<file path="src/rtl/row_driver_seq.sv">
// Sequenced row driver: precharges the bit lines, then drives timed word-line pulses,
// either as an auto-incrementing multi-row scan (MAC) or as a single search-key drive (CAM).
module row_driver_seq #(
  parameter int ROWS    = 4,
  parameter int ADDR_W  = 2,
  parameter int PW_W    = 4,
  parameter int PRE_CYC = 1
) (
  input  logic              clk,
  input  logic              rst_n,
  input  logic              start,
  input  logic              mac_en,
  input  logic              read_bar,
  input  logic [ADDR_W-1:0] addr_start,
  input  logic [ADDR_W:0]   row_count,
  input  logic [ROWS-1:0]   key,
  input  logic [PW_W-1:0]   pulse_w,
  output logic              busy,
  output logic              done,
  output logic              precharge,
  output logic [ADDR_W-1:0] row_idx,
  output logic [ROWS-1:0]   WL,
  output logic [ROWS-1:0]   WLB
);
  // state | meaning
  // IDLE  | waiting for start; outputs quiet
  // PRE   | bit-line precharge, word lines low, PRE_CYC cycles
  // DRIVE | word-line pulse for pulse_w cycles
  // DONE  | one-cycle done pulse, then IDLE
  typedef enum logic [1:0] {IDLE, PRE, DRIVE, DONE} state_t;

  localparam int PRE_W = (PRE_CYC > 1) ? $clog2(PRE_CYC) : 1;
  localparam logic [PRE_W-1:0]  PRE_LOAD = PRE_W'(PRE_CYC - 1);
  localparam logic [ADDR_W:0]   ROWS_V   = (ADDR_W + 1)'(ROWS);
  localparam logic [ADDR_W:0]   ONE_RC   = (ADDR_W + 1)'(1);

  state_t             state;
  logic               mac_q, rb_q;
  logic [ROWS-1:0]    key_q;
  logic [PW_W-1:0]    pw_q;
  logic [ADDR_W:0]    rows_left;
  logic [PRE_W-1:0]   pre_cnt;
  logic [PW_W-1:0]    drv_cnt;

  logic [ADDR_W:0]    rc_eff;
  logic [PW_W-1:0]    pw_eff;
  logic [ROWS-1:0]    onehot;

  always_comb begin
    rc_eff = row_count;
    if (row_count == '0) rc_eff = ONE_RC;
    else if (row_count > ROWS_V) rc_eff = ROWS_V;
    pw_eff = (pulse_w == '0) ? PW_W'(1) : pulse_w;
    onehot = ROWS'(1) << row_idx;
  end

  always_ff @(posedge clk or negedge rst_n) begin
    if (!rst_n) begin
      state     <= IDLE;
      mac_q     <= 1'b0;
      rb_q      <= 1'b0;
      key_q     <= '0;
      pw_q      <= '0;
      rows_left <= '0;
      pre_cnt   <= '0;
      drv_cnt   <= '0;
      busy      <= 1'b0;
      done      <= 1'b0;
      precharge <= 1'b0;
      row_idx   <= '0;
      WL        <= '0;
      WLB       <= '0;
    end else begin
      case (state)
        IDLE: begin
          if (start) begin
            mac_q     <= mac_en;
            rb_q      <= read_bar;
            key_q     <= key;
            pw_q      <= pw_eff;
            rows_left <= rc_eff;
            pre_cnt   <= PRE_LOAD;
            if (mac_en) row_idx <= addr_start;
            busy      <= 1'b1;
            precharge <= 1'b1;
            state     <= PRE;
          end
        end
        PRE: begin
          if (pre_cnt == '0) begin
            precharge <= 1'b0;
            drv_cnt   <= pw_q - PW_W'(1);
            WL        <= mac_q ? (rb_q ? '0 : onehot) : key_q;
            WLB       <= mac_q ? (rb_q ? onehot : '0) : ~key_q;
            state     <= DRIVE;
          end else begin
            pre_cnt <= pre_cnt - PRE_W'(1);
          end
        end
        DRIVE: begin
          if (drv_cnt == '0) begin
            WL  <= '0;
            WLB <= '0;
            if (mac_q && rows_left > ONE_RC) begin
              // ROWS is a power of two, so the address naturally wraps
              row_idx   <= row_idx + ADDR_W'(1);
              rows_left <= rows_left - ONE_RC;
              pre_cnt   <= PRE_LOAD;
              precharge <= 1'b1;
              state     <= PRE;
            end else begin
              done  <= 1'b1;
              state <= DONE;
            end
          end else begin
            drv_cnt <= drv_cnt - PW_W'(1);
          end
        end
        DONE: begin
          done  <= 1'b0;
          busy  <= 1'b0;
          state <= IDLE;
        end
        default: state <= IDLE;
      endcase
    end
  end
endmodule

</file>
<file path="config.mk">
export PLATFORM = sky130hd
export DESIGN_NAME = row_driver_seq
export DESIGN_NICKNAME = d
export VERILOG_FILES = /design/src/rtl/row_driver_seq.sv
export SDC_FILE = /design/constraint.sdc
export NUM_CORES = 1
export LEC_CHECK = 0
export BUFFER_PORTS_ARGS = -buffer_cell sky130_fd_sc_hd__buf_2
export CAP_MARGIN = 20
export CELL_PAD_IN_SITES_DETAIL_PLACEMENT = 1
export CELL_PAD_IN_SITES_GLOBAL_PLACEMENT = 1
export CORE_MARGIN = 2
export CORE_UTILIZATION = 45
export DETAILED_ROUTE_END_ITERATION = 12
export PLACE_DENSITY_LB_ADDON = 0.1
export SLEW_MARGIN = 20
export SYNTH_ARGS = -nofsm -noshare
export SYNTH_HDL_FRONTEND = slang
export SYNTH_SLANG_ARGS = --single-unit
</file>
<file path="constraint.sdc">
create_clock -name clk -period 4 [get_ports clk]
set_input_delay 1.2 -clock clk [delete_from_list [all_inputs] [get_ports clk]]
set_output_delay 1.2 -clock clk [all_outputs]
set_load 0.02 [all_outputs]
</file>
### Word level (Yosys, flattened, before mapping)

Cells that the tools add are included.

* output and inout port bits: 13
* input bits: 18
* word-level logic and storage cells: 96
* register bits: 33

* shift operators: 1
* bitwise logic cells: 1
* equality and inequality tests: 10
* muxes and demuxes: 43
* reduce and logical (&&, ||, !) cells: 20
* order comparisons: 2
* add/sub/neg operators: 5

Operators with widths (number)
* 4-bit two-way mux: 10
* 4-bit case mux with 2 select lines: 3
* 2-bit two-way mux: 8
* 3-bit two-way mux: 5
* 2-bit != test (second input constant): 7
* 3-bit AND reduction: 4
* 1-bit two-way mux: 10
* 5-bit AND reduction: 2
* 4-bit zero test: 2
* 2-bit case mux with 4 select lines: 1
* 4-bit AND reduction: 2
* 2-bit nonzero test: 4
* 4-bit by 1-bit subtractor with 4-bit output (second input constant): 2
* 1-bit case mux with 3 select lines: 2
* 3-bit case mux with 2 select lines: 1
* 2-bit equality test (second input constant): 2
* 4-bit inverter: 1
* 1-bit case mux with 2 select lines: 2
* 2-bit case mux with 2 select lines: 1
* 2-bit AND reduction: 2
* 1-bit by 2-bit << shifter with 4-bit output (first input constant): 1
* 3-bit by 1-bit > comparator with 1-bit output (second input constant): 1
* 3-bit > comparator (second input constant): 1
* 3-bit zero test: 1
* other kinds (7): 7

### Depth between registers and ports, before layout

Gate-level depths: netlist of run 1.

* depth after elaboration: 5
* depth in mapped cells: 10
* depth with buffers taken out: 9

### Worst setup path after synthesis of run 1

OpenSTA, ideal clock, no wires.

* kind: input to register
* from: in start
* to: reg key_q[1]
* path buffers: 1
* arrival: 2.113 ns
* data required time: 3.875 ns
* path slack: 1.763 ns
* stages: 3
* setup time: 0.125 ns
* path through: nor3b_2 -> buf_2 -> mux2_2

* longest elaborated chain between the ends: 1

Ends and longest elaborated chain
* start: declaration: RTL line 11 `input logic start,`
* 2-bit AND reduction (no source line)
* end signal: assignment: RTL line 79 `key_q <= key;`
* end: declaration: RTL line 39 `logic [ROWS-1:0] key_q;`

Every way passes these cells.
A chain may end at the register's enable or synchronous reset.

### Worst setup path after layout of run 1

* from: reg state[0]
* to: reg drv_cnt[2]

* longest elaborated chain between the ends: 3
* elaborated cells between the ends (all ways): 7
* those cells by class: eq/ne: 4; mux: 1; reduce/logical: 2

Ends and longest elaborated chain
* start: declaration: RTL line 37 `state_t state;`
* start signal: assignment: RTL line 59 `state <= IDLE;`
* start signal: assignment: RTL line 86 `state <= PRE;`
* start signal: assignment: RTL line 95 `state <= DRIVE;`
* 2-bit equality test or 2-bit by 1-bit equality test with 1-bit output (tied branches): RTL line 74 `case (state)`
* 2-bit != test (no source line) or 2-bit nonzero test (tied branches)
* 3-bit AND reduction (no source line)
* end signal: assignment: RTL line 92 `drv_cnt <= pw_q - PW_W'(1);`
* end signal: assignment: RTL line 116 `drv_cnt <= drv_cnt - PW_W'(1);`
* end: declaration: RTL line 43 `logic [PW_W-1:0] drv_cnt;`

Parallel ways exist; a longest one is shown, timed or not.

==> results of run 1 <==
[stage by stage]
| stage | area, µm² | worst slack, ns |
|---|---|---|
| floorplan | 1760 | 1.76 |
| CTS | 2030 | 1.65 |
| finish | 2030 | 1.63 |
| detailed placement | 1940 | 1.61 |
| global route | 2030 | 1.31 |
| global placement | 1940 | 1.68 |
[cells by family (layout without fill, tap and decap cells)]
kind of cell	Yosys count	after routing	share of synthesized area (%)
AOI/OAI and AO/OA	57	57	21.1
and+or+nand+nor	48	48	13.9
DFF	32	32	45.5
buffers and inverters	20	49	4.48
muxes	14	14	8.54
adders and majority gates	7	7	4.98
xor gates and xnor gates	3	3	1.49
[layout by cell type (no fill, tap or decap), types with 2 or more instances in the layout]
master and n:
nand3_1 4, nor2b_1 4, o2bb2ai_1 2, nand2_1 11, o22ai_1 8, clkinv_2 2
buf_2 30, a21oi_1 19, a31oi_1 2, nand2b_1 4, inv_1 10, ha_1 7
xnor2_1 2, mux2i_1 6, nor2_1 15, nor3_1 5, a311oi_1 3, mux2_2 8
clkbuf_8 6, dfrtp_1 32, o211ai_1 3, o21ai_0 10, o21a_1 2
[area by class of cell]
type,instances,area [µm²],share of cell area (%)
Clock inverter,2,10.0,0.494
Inverter,10,37.5,1.85
Sequential cell,32,801,39.5
Clock buffer,6,82.6,4.07
Tap cell,48,60.1,2.96
Multi-Input combinational cell,129,880,43.4
Timing Repair Buffer,31,158,7.77
[registers in the layout, summed over array words and instances, names as in the netlist]
| name | flops |
|---|---|
| precharge | 1 |
| drv_cnt | 4 |
| busy | 1 |
| done | 1 |
| mac_q | 1 |
| rb_q | 1 |
| row_idx | 2 |
| state | 2 |
| rows_left | 3 |
| WL | 4 |
| key_q | 4 |
| pw_q | 4 |
| WLB | 4 |
[critical path, cell delays in order, from the launching register on]
cell and delay, ns:
dfrtp_1 0.64, nor2b_1 0.66, mux2i_1 0.26, ha_1 0.19, inv_1 0.06, nor4_1 0.22
a21oi_1 0.06, o221ai_1 0.18
[layer usage]
| layer | up-vias | global-route usage (%) | wire (µm) |
|---|---|---|---|
| met5 | - | 0 | 0 |
| met4 | 0 | 9.18 | 80 |
| met3 | 7 | 5.07 | 155 |
| met2 | 33 | 38.3 | 2130 |
| met1 | 730 | 28.0 | 1990 |
| li1 | 705 | - | - |
[power breakdown]
part | switching [mW] | internal, mW
clock | 0.119 | 0.137
combinational | 0.499 | 0.378
sequential | 0.219 | 0.484
total | 0.836 | 0.999
[final timing paths]
path / startpoint / end
hold / removal: key_q[3] / key_q[3]
setup reg to reg: state[0] / drv_cnt[2]
max in group asynchronous: rst_n / done
min in group asynchronous: rst_n / rows_left[0]
setup / recovery: state[0] / drv_cnt[2]
hold reg to reg: key_q[3] / key_q[3]
==> results.ini, run 1 <==
[outcome]
outcome = finished, final reports clean

[grt]
grt_pass1_vias = 1518
grt-ovfl-total = 0
grtUsageTotal_pct = 22.7
grt_max_degree = 33
grt_pass1_wl_um = 7250
antenna_found_initial = 0

[route]
drc_errors = 0
routedWlPerCell_um = 16.9
antenna_left = 0
dr.pass1.iters = 4
viasPerCell = 5.72
wl_um = 4360
vias = 1475
drt_iter0_drc = 73

[clocking]
cts_htree_levels = 2
clock_sinks = 32
hold_buffers = 0
cts_tree = yes
clockBufferDepth = 2
numCtsBuffers = 5
cts.reportedPaths.clkPinSlew_ns = 0.07
post_cts_buffers = 0
clk_latency_ns = 0.28
cts.repair.resized = 0
clock-root-buffer = clkbuf_8

[finish]
drive_above_1_share_pct = 24.8
stdcell_count = 258
nets = 234
areaGrowthSynthToFinish_pct = 15.3
final_core_util_pct = 54.6
fillers = 450
antenna_cells = 0

[place]
dp_hpwl_um = 3140
dp_cells = 250
place_congestion = 0.766
numPortBuffers = 30

[floorplan]
core_area_um2 = 3720
die_x_um = 66.5
fp.dieArea_um2 = 4430
die-height_um = 66.5
ios = 31
rows = 22
initial_core_util_pct = 47.3

[worst_setup_path]
worstPathRequired_ns = 4.19
reg2reg_slack_ns = 1.63
cp_data_arrival_time_ns = 2.56
critPathCaptureType = flop
reg2reg_depth = 7
start_kind = flop
crit_type = flop to flop
path_max_fanout = 22

[logic_synthesis]
synth_top_area_share_pct = 45.5
ys_ff_latch = 32
synth_area_leaders = dfrtp_1, a21oi_1, mux2_2
synth.avg_cell_area_um2 = 9.72
syn_nets = 206
yosysSeqAreaShare_pct = 45.5
yosysMostFrequentCell = dfrtp_1
synthArstFlopShare_pct = 100
yosys.cell_types.count = 37
synth_flop_cell = dfrtp_1
netlist_top_cells_count = dfrtp_1, a21oi_1, nor2_1, nand2_1
synth.largest_area_cell = dfrtp_1
ys_warn_count = 0
synth_edf_count = 0
syn_area_um2 = 1760
synth_cells = 181

[timing]
slew-limit-headroom_pct = 51.1
period_minus_slack_ns = 2.37
setup-violations-final = 0
worst_slew_pin_slew_ns = 0.734
rsz0062_at_grt = no
clock_skew_ns = 0.00282
holdWs_ns = 0.513
timing.setup.tns_ns = 0
drv_slew = 0
max_freq_ghz = 0.421
finalHoldViolCount = 0
fin_crit_sh_pct = 59.3

[power_and_ir_drop]
leakagePower_nw = 0.916
p_total_mw = 1.83
ir_drop_v = 0.000317
p_per_area_nw_per_um2 = 905

[worst_hold_path]
holdPathStages = 1
hp-class = flop to flop

[run]
cap_violations = 0

Note: power is estimated with default switching activity, not from simulation.
==> run 2: changes to the inputs <==
Settings changed: ABC_AREA from default to 1, CORE_UTILIZATION 45 to 40.
Clock period 4 ns to 2.4 ns, I/O delays scaled along.
==> run 2 against run 1 <==
  * Clock-buffer cell count did not move
  * Global-route usage down 3.4 points
  * Worst hold slack lost 0.031 ns
  * Critical path depth fell by 6
  * Register-to-register slack got worse by 0.88 ns
  * Clock power increased by 100%
  * Combinational power up 66%
  * Core utilization is 5.3 points lower
  * Setup slack got worse by 0.90 ns
  * Power increased by 63%
  * Highest routed layer unchanged
==> results.ini, run 2 <==
[outcome]
outcome = finished, final reports clean

[clocking]
clockBufferDepth = 2
cts_tree = yes
numCtsBuffers = 5
hold_buffers = 0
clock_sinks = 32
cts_htree_levels = 2
post_cts_buffers = 0
cts.reportedPaths.clkPinSlew_ns = 0.07
clk_latency_ns = 0.28
clock-root-buffer = clkbuf_8
cts.repair.resized = 0

[floorplan]
initial_core_util_pct = 42.1
die_x_um = 69.4
rows = 23
die-height_um = 69.4
fp.dieArea_um2 = 4810
ios = 31
core_area_um2 = 4060

[route]
drc_errors = 0
vias = 1507
antenna_left = 0
wl_um = 4290
drt_iter0_drc = 61
routedWlPerCell_um = 14.6
dr.pass1.iters = 4
viasPerCell = 5.14

[place]
place_congestion = 0.849
dp_slack_ns = 0.635
numPortBuffers = 30
dp_cells = 285
placed_area_um2 = 1890
dp_hpwl_um = 3290

[logic_synthesis]
yosysSeqAreaShare_pct = 46.9
synth_top_area_share_pct = 46.9
ys_warn_count = 0
yosysMostFrequentCell = nand2_1
synth_edf_count = 0
synthAdderAreaFrac_pct = 5.12
synth_flop_cell = dfrtp_1
synth.avg_cell_area_um2 = 8.14
synth_compound_area_share_pct = 10.2
netlist_top_cells_count = nand2_1, dfrtp_1, inv_1, nand3_1, o21ai_0
yosys.area_share.simple_pct = 27.1
syn_area_um2 = 1710
synth_area_leaders = dfrtp_1, nand2_1, nand3_1
synth_top_family_by_area = simple AND/OR/NAND/NOR gates
ys_ff_latch = 32
synth.largest_area_cell = dfrtp_1
synthArstFlopShare_pct = 100
syn_nets = 235
synth_mux_area_share_pct = 0.878
yosys.cell_types.count = 27
synth_cells = 210
synth_xor_xnor_area_share_pct = 1.02

[worst_setup_path]
critPathSlowestCell = dfrtp_1
reg2reg_slack_ns = 0.75
path_max_fanout = 6
critPathCaptureType = output port
cpLargestDelayFamily = flip-flops
crit_type = flop to output port
start_kind = flop
path_cells = buf_2
worstPathRequired_ns = 1.68
critPathBufInv = 1
cpPeakStageDelay_ns = 0.46
cp_data_arrival_time_ns = 0.95

[timing]
fin_crit_sh_pct = 69.6
drv_slew = 0
worst_slew_pin_slew_ns = 0.733
rsz0062_at_grt = no
setup-violations-final = 0
fin_ws_ns = 0.730
finalHoldViolCount = 0
timing.setup.tns_ns = 0
slew-limit-headroom_pct = 51.1
period_minus_slack_ns = 1.67
max_freq_ghz = 0.599
clock_skew_ns = 0.00503

[finish]
fillers = 527
final_core_util_pct = 49.3
stdcell_count = 293
areaGrowthSynthToFinish_pct = 17.0
layout_common_cells = nand2_1, dfrtp_1, buf_2
drive_above_1_share_pct = 19.8
mostFrequentLayoutCell = nand2_1
design_area_um2 = 2000
antenna_cells = 0
nets = 267

[grt]
antenna_found_initial = 0
grt_pass1_vias = 1657
grt_pass1_wl_um = 7410
grt_max_degree = 33
grt-ovfl-total = 0
grtUsageTotal_pct = 19.3

[worst_hold_path]
hp-class = flop to flop

[run]
cap_violations = 0

[power_and_ir_drop]
p_per_area_nw_per_um2 = 1490
leakagePower_nw = 1.11
ir_drop_v = 0.000792

## run 2: metrics by stage
step,hold slack (ns),total power [mW]
after floorplan,0.424,2.05
final,0.482,2.98
after global routing,0.509,3.26
after detailed placement,0.464,2.48
after global placement,0.466,2.39
after CTS,0.486,3.02
## run 2: routing by layer
layer  global-route usage, %  wire (µm)  part of all wire, %
met1                    22.9       1910                   45
met2                    33.4       2140                   50
met3                    3.92        148                  3.4
met4                    8.71         86                  2.0
met5                       0          0                    0
## run 2: logic make-up after synthesis
group           Yosys count
simple gates             99
buf+inv                  35
compound gates           34
flops                    32
fa+ha+maj                 7
xor+xnor                  2
mux                       1
## run 2: power breakdown
group / internal [mW] / leakage, nW / switching [mW]
Combinational: 0.489 / 0.653 / 0.969
Sequential: 0.796 / 0.397 / 0.209
Clock: 0.308 / 0.0552 / 0.212
## run 2: worst paths after layout
kind | startpoint | to | depth (start not counted)
setup / recovery | row_idx[0] | row_idx[0] | 1
hold / removal | precharge | precharge | 2
setup reg to reg | state[1] | drv_cnt[2] | 5
hold reg to reg | precharge | precharge | 2
max in group asynchronous | rst_n | done | 1
min in group asynchronous | rst_n | WLB[1] | 1
## run 2: worst register-to-register path: cells and delay by family (launching register included)
| kind | cells | cell delay (ns) |
|---|---|---|
| AO/OA/AOI/OAI | 1 | 0.11 |
| flip-flops | 1 | 0.57 |
| AND/OR/NAND/NOR | 2 | 0.57 |
| buffers and inverters | 2 | 0.29 |
## run 2: cell type report
cell class	count	area (µm²)	share of cell area (%)
tap	50	62.6	3.13
timing repair buffer	30	150	7.51
clock buffer	6	72.6	3.63
clock inverter	2	35.0	1.75
inverter	30	121	6.07
sequential	32	801	40.1
multi-input combinational	143	757	37.9
